`config.mk`:
```
export PLATFORM = sky130hd
export DESIGN_NAME = hex_record_formatter_flat
export DESIGN_NICKNAME = d
export VERILOG_FILES = /design/src/rtl/hex_record_formatter_pkg.sv /design/src/rtl/hex_record_formatter_if.sv /design/src/rtl/hex_record_formatter_ascii.sv /design/src/rtl/hex_record_formatter.sv /design/src/flat_wrapper.sv
export SDC_FILE = /design/constraint.sdc
export NUM_CORES = 1
export LEC_CHECK = 0
export CAP_MARGIN = 25
export CORE_UTILIZATION = 46
export CTS_BUF_LIST = sky130_fd_sc_hd__clkbuf_2 sky130_fd_sc_hd__clkbuf_4 sky130_fd_sc_hd__clkbuf_8
export DETAILED_ROUTE_END_ITERATION = 6
export GPL_ROUTABILITY_DRIVEN = 0
export PLACE_DENSITY = 0.78
export SYNTH_ARGS = -nofsm -noshare
export SYNTH_HDL_FRONTEND = slang
export SYNTH_SLANG_ARGS = --single-unit
```
`constraint.sdc`:
```
create_clock -name clk -period 1.4 [get_ports clk]
set_input_delay 0.14 -clock clk [delete_from_list [all_inputs] [get_ports clk]]
set_output_delay 0.14 -clock clk [all_outputs]
set_load 0.01 [all_outputs]
```
`src/rtl/hex_record_formatter_pkg.sv`:
```
// -----------------------------------------------------------------------------
// hex_fmt_pkg
// Shared definitions for the hex record formatter:
//   - ASCII constants for the separator, line terminator and hex digit bases
//   - FSM state encoding (the SEQ_* states are only reachable when the
//     HEX_FMT_SEQ_EN build macro is defined)
// -----------------------------------------------------------------------------
package hex_fmt_pkg;

    localparam logic [7:0] ASCII_SPACE   = 8'h20;
    localparam logic [7:0] ASCII_LF      = 8'h0A;
    localparam logic [7:0] ASCII_CR      = 8'h0D;
    localparam logic [7:0] ASCII_ZERO    = 8'h30;
    localparam logic [7:0] ASCII_LOWER_A = 8'h61;
    localparam logic [7:0] ASCII_UPPER_A = 8'h41;

    typedef enum logic [2:0] {
        ST_IDLE,
        ST_DIGIT,
        ST_SPACE,
        ST_LF,
        ST_CR,
        ST_SEQ_HI,
        ST_SEQ_LO,
        ST_SEQ_SP
    } state_e;

endpackage

```
`src/rtl/hex_record_formatter_if.sv`:
```
// -----------------------------------------------------------------------------
// hex_record_formatter_if
// Record-in / byte-out handshake bundle of the hex record formatter.
//   in_data/in_valid/in_ready : upstream FIFO read port (pop on valid&&ready)
//   out_data/out_strobe       : byte write into the UART tx FIFO
//   out_ready                 : tx FIFO not full
// Modports:
//   master : the formatter itself
//   slave  : the surrounding FIFOs (or a testbench standing in for them)
// -----------------------------------------------------------------------------
interface hex_record_formatter_if #(
    parameter int WIDTH = 28
);
    logic [WIDTH-1:0] in_data;
    logic             in_valid;
    logic             in_ready;
    logic [7:0]       out_data;
    logic             out_strobe;
    logic             out_ready;

    modport master (
        input  in_data, in_valid, out_ready,
        output in_ready, out_data, out_strobe
    );

    modport slave (
        output in_data, in_valid, out_ready,
        input  in_ready, out_data, out_strobe
    );
endinterface

```
`src/rtl/hex_record_formatter_ascii.sv`:
```
// -----------------------------------------------------------------------------
// hex_nibble_to_ascii
// Combinational 4-bit value to ASCII hex digit.
//   nibble : value 0..15
//   ascii  : '0'..'9', then 'a'..'f' (UPPERCASE=0) or 'A'..'F' (UPPERCASE=1)
// -----------------------------------------------------------------------------
module hex_nibble_to_ascii
    import hex_fmt_pkg::*;
#(
    parameter bit UPPERCASE = 1'b0
) (
    input  logic [3:0] nibble,
    output logic [7:0] ascii
);
    localparam logic [7:0] ALPHA_BASE = UPPERCASE ? ASCII_UPPER_A : ASCII_LOWER_A;

    always_comb begin
        if (nibble < 4'd10) begin
            ascii = ASCII_ZERO + {4'h0, nibble};
        end else begin
            ascii = ALPHA_BASE + {4'h0, nibble} - 8'd10;
        end
    end
endmodule

```
`src/rtl/hex_record_formatter.sv`:
```
// -----------------------------------------------------------------------------
// hex_record_formatter
// Pops one WIDTH-bit record from the upstream FIFO and writes it to the UART
// tx FIFO as an ASCII hex line: MSB digit first, an optional space before the
// last SPLIT digits, then LF, CR. Both sides are backpressured, so a record is
// never dropped or interleaved with the next one.
//
// Parameters:
//   WIDTH     record width; NIBBLES = ceil(WIDTH/4), pad bits read as zero
//   SPLIT     space before the last SPLIT digits (0 or >= NIBBLES: no space)
//   UPPERCASE 1 = 'A'-'F', 0 = 'a'-'f'
// Ports:
//   clk    system clock
//   reset  synchronous, active-low reset
//   bus    hex_record_formatter_if.master (record in, byte out)
//   busy   high while a record is being emitted
// Build option:
//   HEX_FMT_SEQ_EN  prefix every line with an 8-bit record sequence number
//                   as two hex digits and a space (wraps 0xFF -> 0x00)
// -----------------------------------------------------------------------------
module hex_record_formatter
    import hex_fmt_pkg::*;
#(
    parameter int WIDTH     = 28,
    parameter int SPLIT     = 5,
    parameter int UPPERCASE = 0
) (
    input  logic                    clk,
    input  logic                    reset,
    hex_record_formatter_if.master  bus,
    output logic                    busy
);
    localparam int NIBBLES   = (WIDTH + 3) / 4;
    localparam int SR_W      = NIBBLES * 4;
    localparam int CNT_W     = $clog2(NIBBLES + 1);
    localparam bit SPLIT_EN  = (SPLIT > 0) && (SPLIT < NIBBLES);
    localparam logic [CNT_W-1:0] NIB_CNT   = CNT_W'(NIBBLES);
    localparam logic [CNT_W-1:0] SPLIT_CNT = CNT_W'(SPLIT);

    state_e            state_q, state_d;
    logic [SR_W-1:0]   sr_q, sr_d;
    logic [CNT_W-1:0]  cnt_q, cnt_d;
    logic [CNT_W-1:0]  cnt_dec;
    logic [SR_W-1:0]   padded;
    logic [7:0]        digit_ascii;
    logic              emit_ok;
    logic              pop_ok;

    // Outputs are qualified with reset so a record cannot be popped (and
    // lost) or a byte strobed while reset is being held.
    assign emit_ok = bus.out_ready & reset;
    assign pop_ok  = bus.in_valid & reset;
    assign cnt_dec = cnt_q - CNT_W'(1);
    assign busy    = (state_q != ST_IDLE);

    always_comb begin
        padded              = '0;
        padded[WIDTH-1:0]   = bus.in_data;
    end

    hex_nibble_to_ascii #(.UPPERCASE(UPPERCASE != 0)) u_digit (
        .nibble (sr_q[SR_W-1 -: 4]),
        .ascii  (digit_ascii)
    );

`ifdef HEX_FMT_SEQ_EN
    logic [7:0] seq_q, seq_d;
    logic [3:0] seq_nibble;
    logic [7:0] seq_ascii;

    assign seq_nibble = (state_q == ST_SEQ_HI) ? seq_q[7:4] : seq_q[3:0];

    hex_nibble_to_ascii #(.UPPERCASE(UPPERCASE != 0)) u_seq (
        .nibble (seq_nibble),
        .ascii  (seq_ascii)
    );

    localparam state_e FIRST_ST = ST_SEQ_HI;
`else
    localparam state_e FIRST_ST = ST_DIGIT;
`endif

    // NOTE: every signal written here gets a default first, so no path can
    // leave it unassigned and infer a latch.
    always_comb begin
        state_d        = state_q;
        sr_d           = sr_q;
        cnt_d          = cnt_q;
        bus.in_ready   = 1'b0;
        bus.out_strobe = 1'b0;
        bus.out_data   = 8'h00;
`ifdef HEX_FMT_SEQ_EN
        seq_d          = seq_q;
`endif

        unique case (state_q)
            ST_IDLE: begin
                bus.in_ready = pop_ok;
                if (pop_ok) begin
                    sr_d    = padded;
                    cnt_d   = NIB_CNT;
                    state_d = FIRST_ST;
                end
            end

            ST_DIGIT: begin
                bus.out_data = digit_ascii;
                if (emit_ok) begin
                    bus.out_strobe = 1'b1;
                    sr_d           = sr_q << 4;
                    cnt_d          = cnt_dec;
                    // The space sits between the digit that leaves SPLIT
                    // digits remaining and the next one.
                    if (cnt_dec == '0) begin
                        state_d = ST_LF;
                    end else if (SPLIT_EN && (cnt_dec == SPLIT_CNT)) begin
                        state_d = ST_SPACE;
                    end
                end
            end

            ST_SPACE: begin
                bus.out_data = ASCII_SPACE;
                if (emit_ok) begin
                    bus.out_strobe = 1'b1;
                    state_d        = ST_DIGIT;
                end
            end

            ST_LF: begin
                bus.out_data = ASCII_LF;
                if (emit_ok) begin
                    bus.out_strobe = 1'b1;
                    state_d        = ST_CR;
                end
            end

            ST_CR: begin
                bus.out_data = ASCII_CR;
                if (emit_ok) begin
                    bus.out_strobe = 1'b1;
                    state_d        = ST_IDLE;
`ifdef HEX_FMT_SEQ_EN
                    seq_d          = seq_q + 8'd1;
`endif
                end
            end

`ifdef HEX_FMT_SEQ_EN
            ST_SEQ_HI: begin
                bus.out_data = seq_ascii;
                if (emit_ok) begin
                    bus.out_strobe = 1'b1;
                    state_d        = ST_SEQ_LO;
                end
            end

            ST_SEQ_LO: begin
                bus.out_data = seq_ascii;
                if (emit_ok) begin
                    bus.out_strobe = 1'b1;
                    state_d        = ST_SEQ_SP;
                end
            end

            ST_SEQ_SP: begin
                bus.out_data = ASCII_SPACE;
                if (emit_ok) begin
                    bus.out_strobe = 1'b1;
                    state_d        = ST_DIGIT;
                end
            end
`endif

            default: state_d = ST_IDLE;
        endcase
    end

    // NOTE: state registers use non-blocking assignments so every flop
    // samples the pre-edge value of its neighbours.
    always_ff @(posedge clk) begin
        // NOTE: reset is synchronous; it only acts on a clock edge, which
        // is why the outputs above are also gated while it is held.
        if (!reset) begin
            state_q <= ST_IDLE;
            sr_q    <= '0;
            cnt_q   <= '0;
        end else begin
            state_q <= state_d;
            sr_q    <= sr_d;
            cnt_q   <= cnt_d;
        end
    end

`ifdef HEX_FMT_SEQ_EN
    always_ff @(posedge clk) begin
        if (!reset) begin
            seq_q <= 8'h00;
        end else begin
            seq_q <= seq_d;
        end
    end
`endif

endmodule

```
`src/flat_wrapper.sv`:
```
// flat-port wrapper written by rule: the top's interface ports become plain ports
module hex_record_formatter_flat import hex_fmt_pkg::*;
#(
    parameter int WIDTH     = 28,
    parameter int SPLIT     = 5,
    parameter int UPPERCASE = 0
)
  (clk, reset, busy, bus_in_data, bus_in_valid, bus_out_ready, bus_in_ready, bus_out_data, bus_out_strobe);
  hex_record_formatter_if #(.WIDTH(WIDTH)) bus_i ();
  input  logic clk;
  input  logic reset;
  output logic busy;
  input wire logic [$bits(bus_i.in_data)-1:0] bus_in_data;
  input wire logic [$bits(bus_i.in_valid)-1:0] bus_in_valid;
  input wire logic [$bits(bus_i.out_ready)-1:0] bus_out_ready;
  output wire logic [$bits(bus_i.in_ready)-1:0] bus_in_ready;
  output wire logic [$bits(bus_i.out_data)-1:0] bus_out_data;
  output wire logic [$bits(bus_i.out_strobe)-1:0] bus_out_strobe;
  assign bus_i.in_data = bus_in_data;
  assign bus_i.in_valid = bus_in_valid;
  assign bus_i.out_ready = bus_out_ready;
  assign bus_in_ready = bus_i.in_ready;
  assign bus_out_data = bus_i.out_data;
  assign bus_out_strobe = bus_i.out_strobe;
  hex_record_formatter #(.WIDTH(WIDTH), .SPLIT(SPLIT), .UPPERCASE(UPPERCASE)) u_core (.clk(clk), .reset(reset), .bus(bus_i), .busy(busy));
endmodule
```
-- Word level (Yosys, flattened, before mapping)
Index checks and enable logic that the tools add are counted.
- register bits after elaboration: 34
- input bits: 32
- word-level logic and storage cells: 47
- add/subtract/negate cells: 4
- order comparisons: 1
- eq/ne operators: 11
- mux-type cells: 19
- bitwise gates (word level): 2
- reductions and logical operators: 7
- operators with widths (cell ; number):
    $mux 28 ; 2
    $pmux 28 s2 ; 1
    $pmux 8 s4 ; 1
    $mux 3 ; 9
    $pmux 3 s5 ; 1
    $ne 2x1->1 const B ; 5
    $add 7x4->8 const A ; 1
    $mux 8 ; 1
    $sub 8x4->8 const B ; 1
    $add 6x4->7 const A ; 1
    $eq 3x2->1 const B ; 2
    $eq 3x3->1 const B ; 2
    $logic_not 3->1 ; 2
    $pmux 3 s2 ; 1
    $reduce_and 6->1 ; 1
    $lt 4x4->1 const B ; 1
    $reduce_or 4->1 ; 1
    $eq 3x1->1 const B ; 1
    $mux 1 ; 3
    $ne 3x1->1 const B ; 1
    $reduce_and 3->1 ; 1
    $reduce_bool 3->1 ; 1
    $sub 3x1->3 const B ; 1
    $and 1x1->1 ; 2
    $reduce_bool 2->1 ; 1

-- Depth between registers and ports, before layout
Gate-level depths: netlist (run 1).
- depth in word-level cells: 6
- mapped depth: 7
- depth with buffers taken out: 6

-- Cells and area by module
Synthesis (run 1) repeated with hierarchy kept, for this count alone.
- cells, all modules: 205
- area, all modules: 1945.6 um^2
- modules (own cells, without submodules) (module ; times used ; cells each ; area an instance (um^2) ; sequential area each (um^2)):
    hex_record_formatter ; 1 ; 188 ; 1823.0 ; 680.7
    hex_nibble_to_ascii ; 1 ; 17 ; 122.6 ; 0.0

-- Worst setup path before layout (run 1)
Ideal clock, no wire load.
- path kind: reg-to-reg
- from: register u_core.cnt_q[0]
- to: register u_core.state_q[0]
- setup time: 59 ps
- arrival: 1401 ps
- slack: -60 ps
- stages on the path, launching flop included: 7
- cell sequence: dfxtp_1 inv_1 ha_1 xnor2_1 mux2_2 o22ai_1 a22o_1
- longest elaborated chain between the ends: 5
- RTL lines (element ; RTL line ; text):
    start: declaration ; hex_record_formatter.sv:42 ; logic [CNT_W-1:0] cnt_q, cnt_d;
    start signal: assignment ; hex_record_formatter.sv:191 ; cnt_q <= cnt_d;
    $sub 3x1->3 (*) ; hex_record_formatter.sv:53 ; assign cnt_dec = cnt_q - CNT_W'(1);
    $logic_not 3->1 ; hex_record_formatter.sv:114 ; if (cnt_dec == '0) begin
    $mux 3 ; hex_record_formatter.sv:114 ;
    $mux 3 ; hex_record_formatter.sv:108 ; if (emit_ok) begin
    $pmux 3 s5 ; hex_record_formatter.sv:96 ; unique case (state_q)
    end signal: assignment ; hex_record_formatter.sv:189 ; state_q <= state_d;
    end: declaration ; hex_record_formatter.sv:40 ; state_e state_q, state_d;
Mark *: on every way between the ends. The rest lies on a longest branch, timed or not. The select of a mux whose other input is x is not followed.
A chain may end at the register's enable or synchronous reset.

-- Worst setup path after layout (run 1)
- from: register u_core.state_q[0]
- to: register u_core.sr_q[26]
- longest elaborated chain between the ends: 3
- RTL lines (element ; RTL line ; text):
    $eq 3x1->1 / $logic_not 3->1 (equally long branches) ; hex_record_formatter.sv:96 ;
    $ne 2x1->1 (no source line) / $reduce_bool 2->1 (equally long branches) ; -- ;
    $reduce_and 3->1 (no source line) ; -- ;
    end signal: assignment ; hex_record_formatter.sv:190 ; sr_q <= sr_d;
    end: declaration ; hex_record_formatter.sv:41 ; logic [SR_W-1:0] sr_q, sr_d;
Several ways; a longest one is shown, not always the timed one.

==> results of run 1 <==
## registers in the layout, indices dropped and copies added (netlist names)
| register | cells |
|---|---|
| u_core.cnt_q | 3 |
| u_core.sr_q | 28 |
| u_core.state_q | 3 |
## synth_stat cells, types with 2 or more instances
cell type and n:
buf_6 5, o21ai_0 3, o22ai_1 3, nand3_1 2
and3_1 2, nor2_1 37, nand2b_1 2, a21oi_1 10
a311oi_1 18, nand3b_1 2, a22oi_1 4, buf_4 3
nand2_1 53, ha_1 4, clkbuf_1 8, xnor2_1 3
inv_1 7, buf_2 3, a311oi_2 7, dfxtp_1 34
## cell usage in the layout, fill, tap and decap left out, types with 4 or more instances in the layout
cell type | synthesis | final
a311oi_2 | 7 | 19
clkbuf_8 | 0 | 6
clkdlybuf4s50_1 | 0 | 31
buf_4 | 3 | 28
nor2_2 | 1 | 12
nor2_1 | 37 | 23
dfxtp_1 | 34 | 27
inv_1 | 7 | 4
buf_12 | 0 | 4
buf_6 | 5 | 16
buf_2 | 3 | 8
dfxtp_2 | 0 | 5
a22oi_1 | 4 | 4
nand2_1 | 53 | 50
a21oi_1 | 10 | 8
a311oi_1 | 18 | 6
## per-layer routing
metal / GRT usage (%) / share of wire (%)
met2: 52.21 / 51
met4: 13.06 / 2.9
met5: 0 / 0
met1: 35.36 / 41
met3: 8.803 / 5.1
## worst reg2reg max path, stage by stage (launching register included)
cell and delay [ns]:
dfxtp_2 0.35, buf_6 0.11, mux2_4 0.30, and3_4 0.22
buf_8 0.15, clkbuf_16 0.16, a311oi_2 0.23
## layout make-up
| class | instances | area, µm² |
|---|---|---|
| multi-input cells | 167 | 1257 |
| fillers | 199 | 616.8 |
| well taps | 48 | 60.06 |
| flip-flops and latches | 34 | 694.4 |
| clock inverters | 1 | 5.005 |
| inverters | 7 | 28.78 |
| clock buffers | 7 | 90.09 |
| repair buffers | 93 | 963.4 |
## report_power, final
| group | leakage [nW] | total (mW) | internal [mW] | switching [mW] |
|---|---|---|---|---|
| Clock | 0.0517 | 0.776 | 0.416 | 0.361 |
| Sequential | 0.283 | 1.30 | 1.16 | 0.147 |
| Combinational | 0.891 | 2.71 | 1.39 | 1.32 |
## timing repair
item,in CTS,in global routing
pin swaps,31,16
buffers inserted,12,4
gates resized for setup,100,31
cloned,5,1
setup endpoints to repair,42,39
## final timing paths
path,from,endpoint,slack (ns),depth (start not counted)
setup / recovery,u_core.state_q[0],u_core.sr_q[26],-0.22,6
hold / removal,bus_in_data[13],u_core.sr_q[13],0.43,3
setup reg to reg,u_core.state_q[0],u_core.sr_q[26],-0.22,6
hold reg to reg,u_core.sr_q[15],u_core.sr_q[19],0.49,2
## through the flow
| stage | setup TNS (ns) | util [%] | worst slack [ns] | total power, mW |
|---|---|---|---|---|
| after floorplan | -0.03086 | - | -0.02349 | 2.415 |
| after detailed placement | -7.390 | 67.54 | -0.2994 | 3.131 |
| after global placement | -6.295 | 67.54 | -0.2548 | 3.082 |
| after CTS | -3.041 | 80.71 | -0.1608 | 4.465 |
| after global routing | -6.182 | 83.40 | -0.2388 | 5.006 |
| final | -4.372 | 83.40 | -0.2191 | 4.789 |
## logic make-up after synthesis
| group | count (synthesis) |
|---|---|
| compound gates | 51 |
| xor+xnor | 3 |
| fa+ha+maj | 4 |
| buf+inv | 26 |
| flops | 34 |
| mux | 3 |
| other cells | 1 |
| simple gates | 105 |
==> impl_metrics.tcl, run 1 <==
set metrics [dict create \
    status "finished with violations" \
    failed_checks "negative setup slack" \
    design_area_um2 3099 \
    drc 0 \
    avgViaCountPerCell 5.725 \
    initial_core_util_pct 48.75 \
    p_per_area_nw_per_um2 1545 \
    io_pins 43 \
    fin_nets 344 \
    cts_htree_levels 2 \
    grt_pass1_wl_um 9597 \
    finalWorstSetupSlack_ns -0.2191 \
    synth_compound_area_share_pct 23.69 \
    clkLatencyLatePin_ns 0.30 \
    antenna_cells 0 \
    antenna_found_initial 0 \
    critPathMaxFanout 6 \
    routedWlPerCell_um 17.89 \
    cpPeakStageDelay_ns 0.35 \
    arrival_ns 1.82 \
    synth_xor_area_share_pct 1.450 \
    die_y_um 64.76 \
    wirelength_um 6386 \
    hpwl_um 3082 \
    portBuffers 41 \
    layout-drive-gt1-share_pct 45.31 \
    yosys.area_share.simple_pct 24.03 \
    syn_nets 263 \
    grt_pass1_vias 2039 \
    synth.distinct_cells 37 \
    slowest_stage "dfxtp_2" \
    hold_ws_ns 0.4256 \
    dpl_cell_area_um2 2510 \
    cpLargestDelayFamily "buffers and inverters" \
    period_needed_ns 1.619 \
    finalSetupViolCount 40 \
    clock-sinks 34 \
    synth_edf_count 0 \
    ys_ff_latch 34 \
    skew_ns 0.005260 \
    ctsHoldBuffers 0 \
    hold_viol_final 0 \
    maxSlewViolCount 0 \
    drt_iter0_markers 150 \
    dr.pass1.iters 6 \
    crit_required_ns 1.60 \
    yosysSeqAreaShare_pct 37.57 \
    grt_max_degree 28 \
    core_area_um2 3716 \
    area_delta_synth_final_pct 71.06 \
    cts_root_buf "clkbuf_8" \
    worstSetupPathType "register to register" \
    async_flop_share_pct 0 \
    post-route-period-util_pct 115.6 \
    synth_area_leaders "dfxtp_1 38%, nand2_1 11%, a311oi_1 8.7%, nor2_1 7.7%, a311oi_2 5.8%" \
    rsz0062_at_grt "true" \
    p_leak_nw 1.225 \
    cap_violations 0 \
    synth_top_area_cell "dfxtp_1" \
    min_path_type "primary input to register" \
    clockBufferDepth 2 \
    synth_cells 227 \
    synth_area_um2 1812 \
    critPathLaunchType "register" \
    stdcell_count 357 \
    yosys_most_used_dff "dfxtp_1" \
    dp.cells 332 \
    grtUsageTotal_pct 30.63 \
    synth_warnings 0 \
    vias 2044 \
    cts_tree "built" \
    rows 22 \
    die_w_um 64.76 \
    synth_fa_ha_area_share_pct 2.762 \
    avgSynthCellArea_um2 7.981 \
    path_clk_slew_ns 0.07 \
    synth_mux_area_share_pct 2.003 \
    worst_setup_path_end_kind "register" \
    ant_nets 0 \
    cp.buffers_inverters 3 \
    ir_drop_v 0.001086 \
    synth_top_family_by_area "simple AND/OR/NAND/NOR gates" \
    dieArea_um2 4193 \
    clock.fmax_mhz 617.6 \
    grt.overflow.total 0 \
    netlist.area_leader.share_pct 37.57 \
    cts_buffers 5 \
    crit_path_cell_trace "buf_6 -> mux2_4 -> and3_4 -> buf_8 -> clkbuf_16 -> a311oi_2" \
]
Note: power is estimated with default switching activity, not from simulation.
==> run 2: changes to the inputs <==
- CAP_MARGIN: 25 -> 0
==> results of run 2 <==
The final DEF is identical to that of run 1; final timing and power are the same.
==> patch: new RTL, settings of run 1 <==
`WIDTH` is set to 28 in 3 places; all go to 56.
--- a/src/rtl/hex_record_formatter_if.sv
+++ b/src/rtl/hex_record_formatter_if.sv
@@ -11,3 +11,3 @@
 interface hex_record_formatter_if #(
-    parameter int WIDTH = 28
+    parameter int WIDTH = 56
 );
--- a/src/rtl/hex_record_formatter.sv
+++ b/src/rtl/hex_record_formatter.sv
@@ -23,3 +23,3 @@
 #(
-    parameter int WIDTH     = 28,
+    parameter int WIDTH     = 56,
     parameter int SPLIT     = 5,
--- a/src/flat_wrapper.sv
+++ b/src/flat_wrapper.sv
@@ -3,3 +3,3 @@
 #(
-    parameter int WIDTH     = 28,
+    parameter int WIDTH     = 56,
     parameter int SPLIT     = 5,
Interface: changed (resized bus_in_data); port bits go from 43 to 71. The function was not compared with the original's and may differ.
==> patch against run 1 <==
The run still ends with setup timing left. Worst hold slack lost 72 ps. Clock skew grew 11 ps. Sequential cell count grew 29. Final area grew 89%. Worst setup slack lost 270 ps. Routed wire length grew to 2.7 times the old value. Die area grew 65%. Clock power grew to 2.6 times the old value. Power grew 150%. Sequential share of layout area shrank 0.54 points. Synthesized area grew 68%. Largest cell class unchanged.
==> patch: results (changes against run 1) <==
- Status: complete, but fails checks
- Failing checks: setup timing
- GR Util All Layers: 37.3% (+6.7 points)
- Delay-heaviest family, CP: buffers and inverters
- Hold_sp: bus_in_data[15]
- Drt first pass iters: 5 (-1)
- Final worst slack: -488 ps (-269 ps)
- Post-DR wirelength/cell: 27.7 um (+55%)
- Worst-Skew Late Latency: 370 ps (+70 ps)
- Final #Nets: 598 (+74%)
- First-pass GRT wire length: 20.0 mm (+110%)
- Register area share after synthesis: 41.5% (+3.9 points)
- Clk_skew: 15.9 ps (+10.6 ps)
- Biggest regs: u_core.sr_q: 56 flops, u_core.cnt_q: 4 flops, u_core.state_q: 3 flops
- Commonest cells in the netlist: nand2_1 (109), nor2_1 (66), dfxtp_1 (63)
- Synth area leaders: dfxtp_1 (42%), a311oi_1 (15%), nand2_1 (13%), nor2_1 (8.2%), buf_6 (2.2%)
- DP Wirelength: 4.85 mm (+57%)
- TritonCTS Buffers: 9 (+4)
- CP arrival: 2120 ps (+300 ps)
- DR iter-0 viols: 617 (+310%)
- Syn nets: 457 (+74%)
- Setup-failing EPs final: 72 (+80%)
- Pin count of the biggest net entering global routing: 34 (+21%)
- Share of cells above drive strength 1: 44.0% (-1.3 points)
- Synth cell types: 32 (-14%)
- Max incr delay on CP: 350 ps (about the same)
- H-tree levels: 3 (+1)
- Via count: 4281 (+110%)
- Final TNS setup: -22250 ps (-17880 ps)
- Leak: 2.30 nW (+88%)
- Vias in the first global route: 3873 (+90%)
[patch: logic make-up (layout without fill, tap and decap cells)]
group	Yosys count	after routing	synth area share, %
simple gates	195	195	26.1
compound gates	78	78	20.4
flops	63	63	41.5
buf+inv	45	191	8.11
xor+xnor	5	5	1.44
fa+ha+maj	4	4	1.65
mux	2	2	0.659
other cells	1	2	0.123
[patch: path summary, 6_finish.rpt]
path | endpoint | slack, ps | depth (start not counted)
setup / recovery | u_core.sr_q[12]$_SDFFE_PN0P_ | -490 | 8
hold / removal | u_core.sr_q[15]$_SDFFE_PN0P_ | 350 | 3
setup reg to reg | u_core.sr_q[12]$_SDFFE_PN0P_ | -490 | 8
hold reg to reg | u_core.sr_q[22]$_SDFFE_PN0P_ | 490 | 2
[patch: layout make-up]
class	instances	area, um^2
Clock inverter	7	120
Inverter	9	43.8
Timing Repair Buffer	166	2090
Tap cell	77	96.3
Fill cell	187	484
Sequential cell	63	1280
Antenna cell	1	2.50
Multi-Input combinational cell	285	2110
Clock buffer	9	124
[patch: tightest hold or removal path, delay by kind of cell]
family / cells / cell delay (ps)
and+or+nand+nor: 1 / 60
buffers and inverters: 1 / 390
AOI/OAI and AO/OA: 1 / 80
[patch: timing repair]
| action | in CTS | in global routing |
|---|---|---|
| resized for setup | 155 | 80 |
| gates cloned | 18 | 4 |
| endpoints found under the setup margin | 72 | 72 |
| pin swaps | 35 | 35 |
| buffers inserted | 35 | 7 |
| hold buffers | 0 | 0 |
[patch: power by group]
part / internal (W) / switching (W)
logic: 0.00379 / 0.00351
clock network: 0.00119 / 0.000864
registers: 0.00218 / 0.000375
[patch: per-stage QoR]
| stage | area (um^2) | setup WS, ps | hold slack (ps) | cells |
|---|---|---|---|---|
| 6_report | 5870 | -488 | 354 | 617 |
| 5_1_grt | 5860 | -512 | 365 | 616 |
| 4_1_cts | 5410 | -218 | 349 | 608 |
| 3_5_place_dp | 4010 | -388 | 467 | 540 |
| 3_3_place_gp | 4010 | -302 | 460 | 540 |
| 2_1_floorplan | 3140 | -60.0 | 301 | 393 |
[patch: layer usage]
layer / vias up / routed length [um] / global-route usage, %
li1: 1648 / - / -
met1: 1967 / 5880 / 43.9
met2: 489 / 7560 / 62.1
met3: 177 / 2150 / 6.86
met4: 0 / 1520 / 24.5
met5: - / 0 / 0
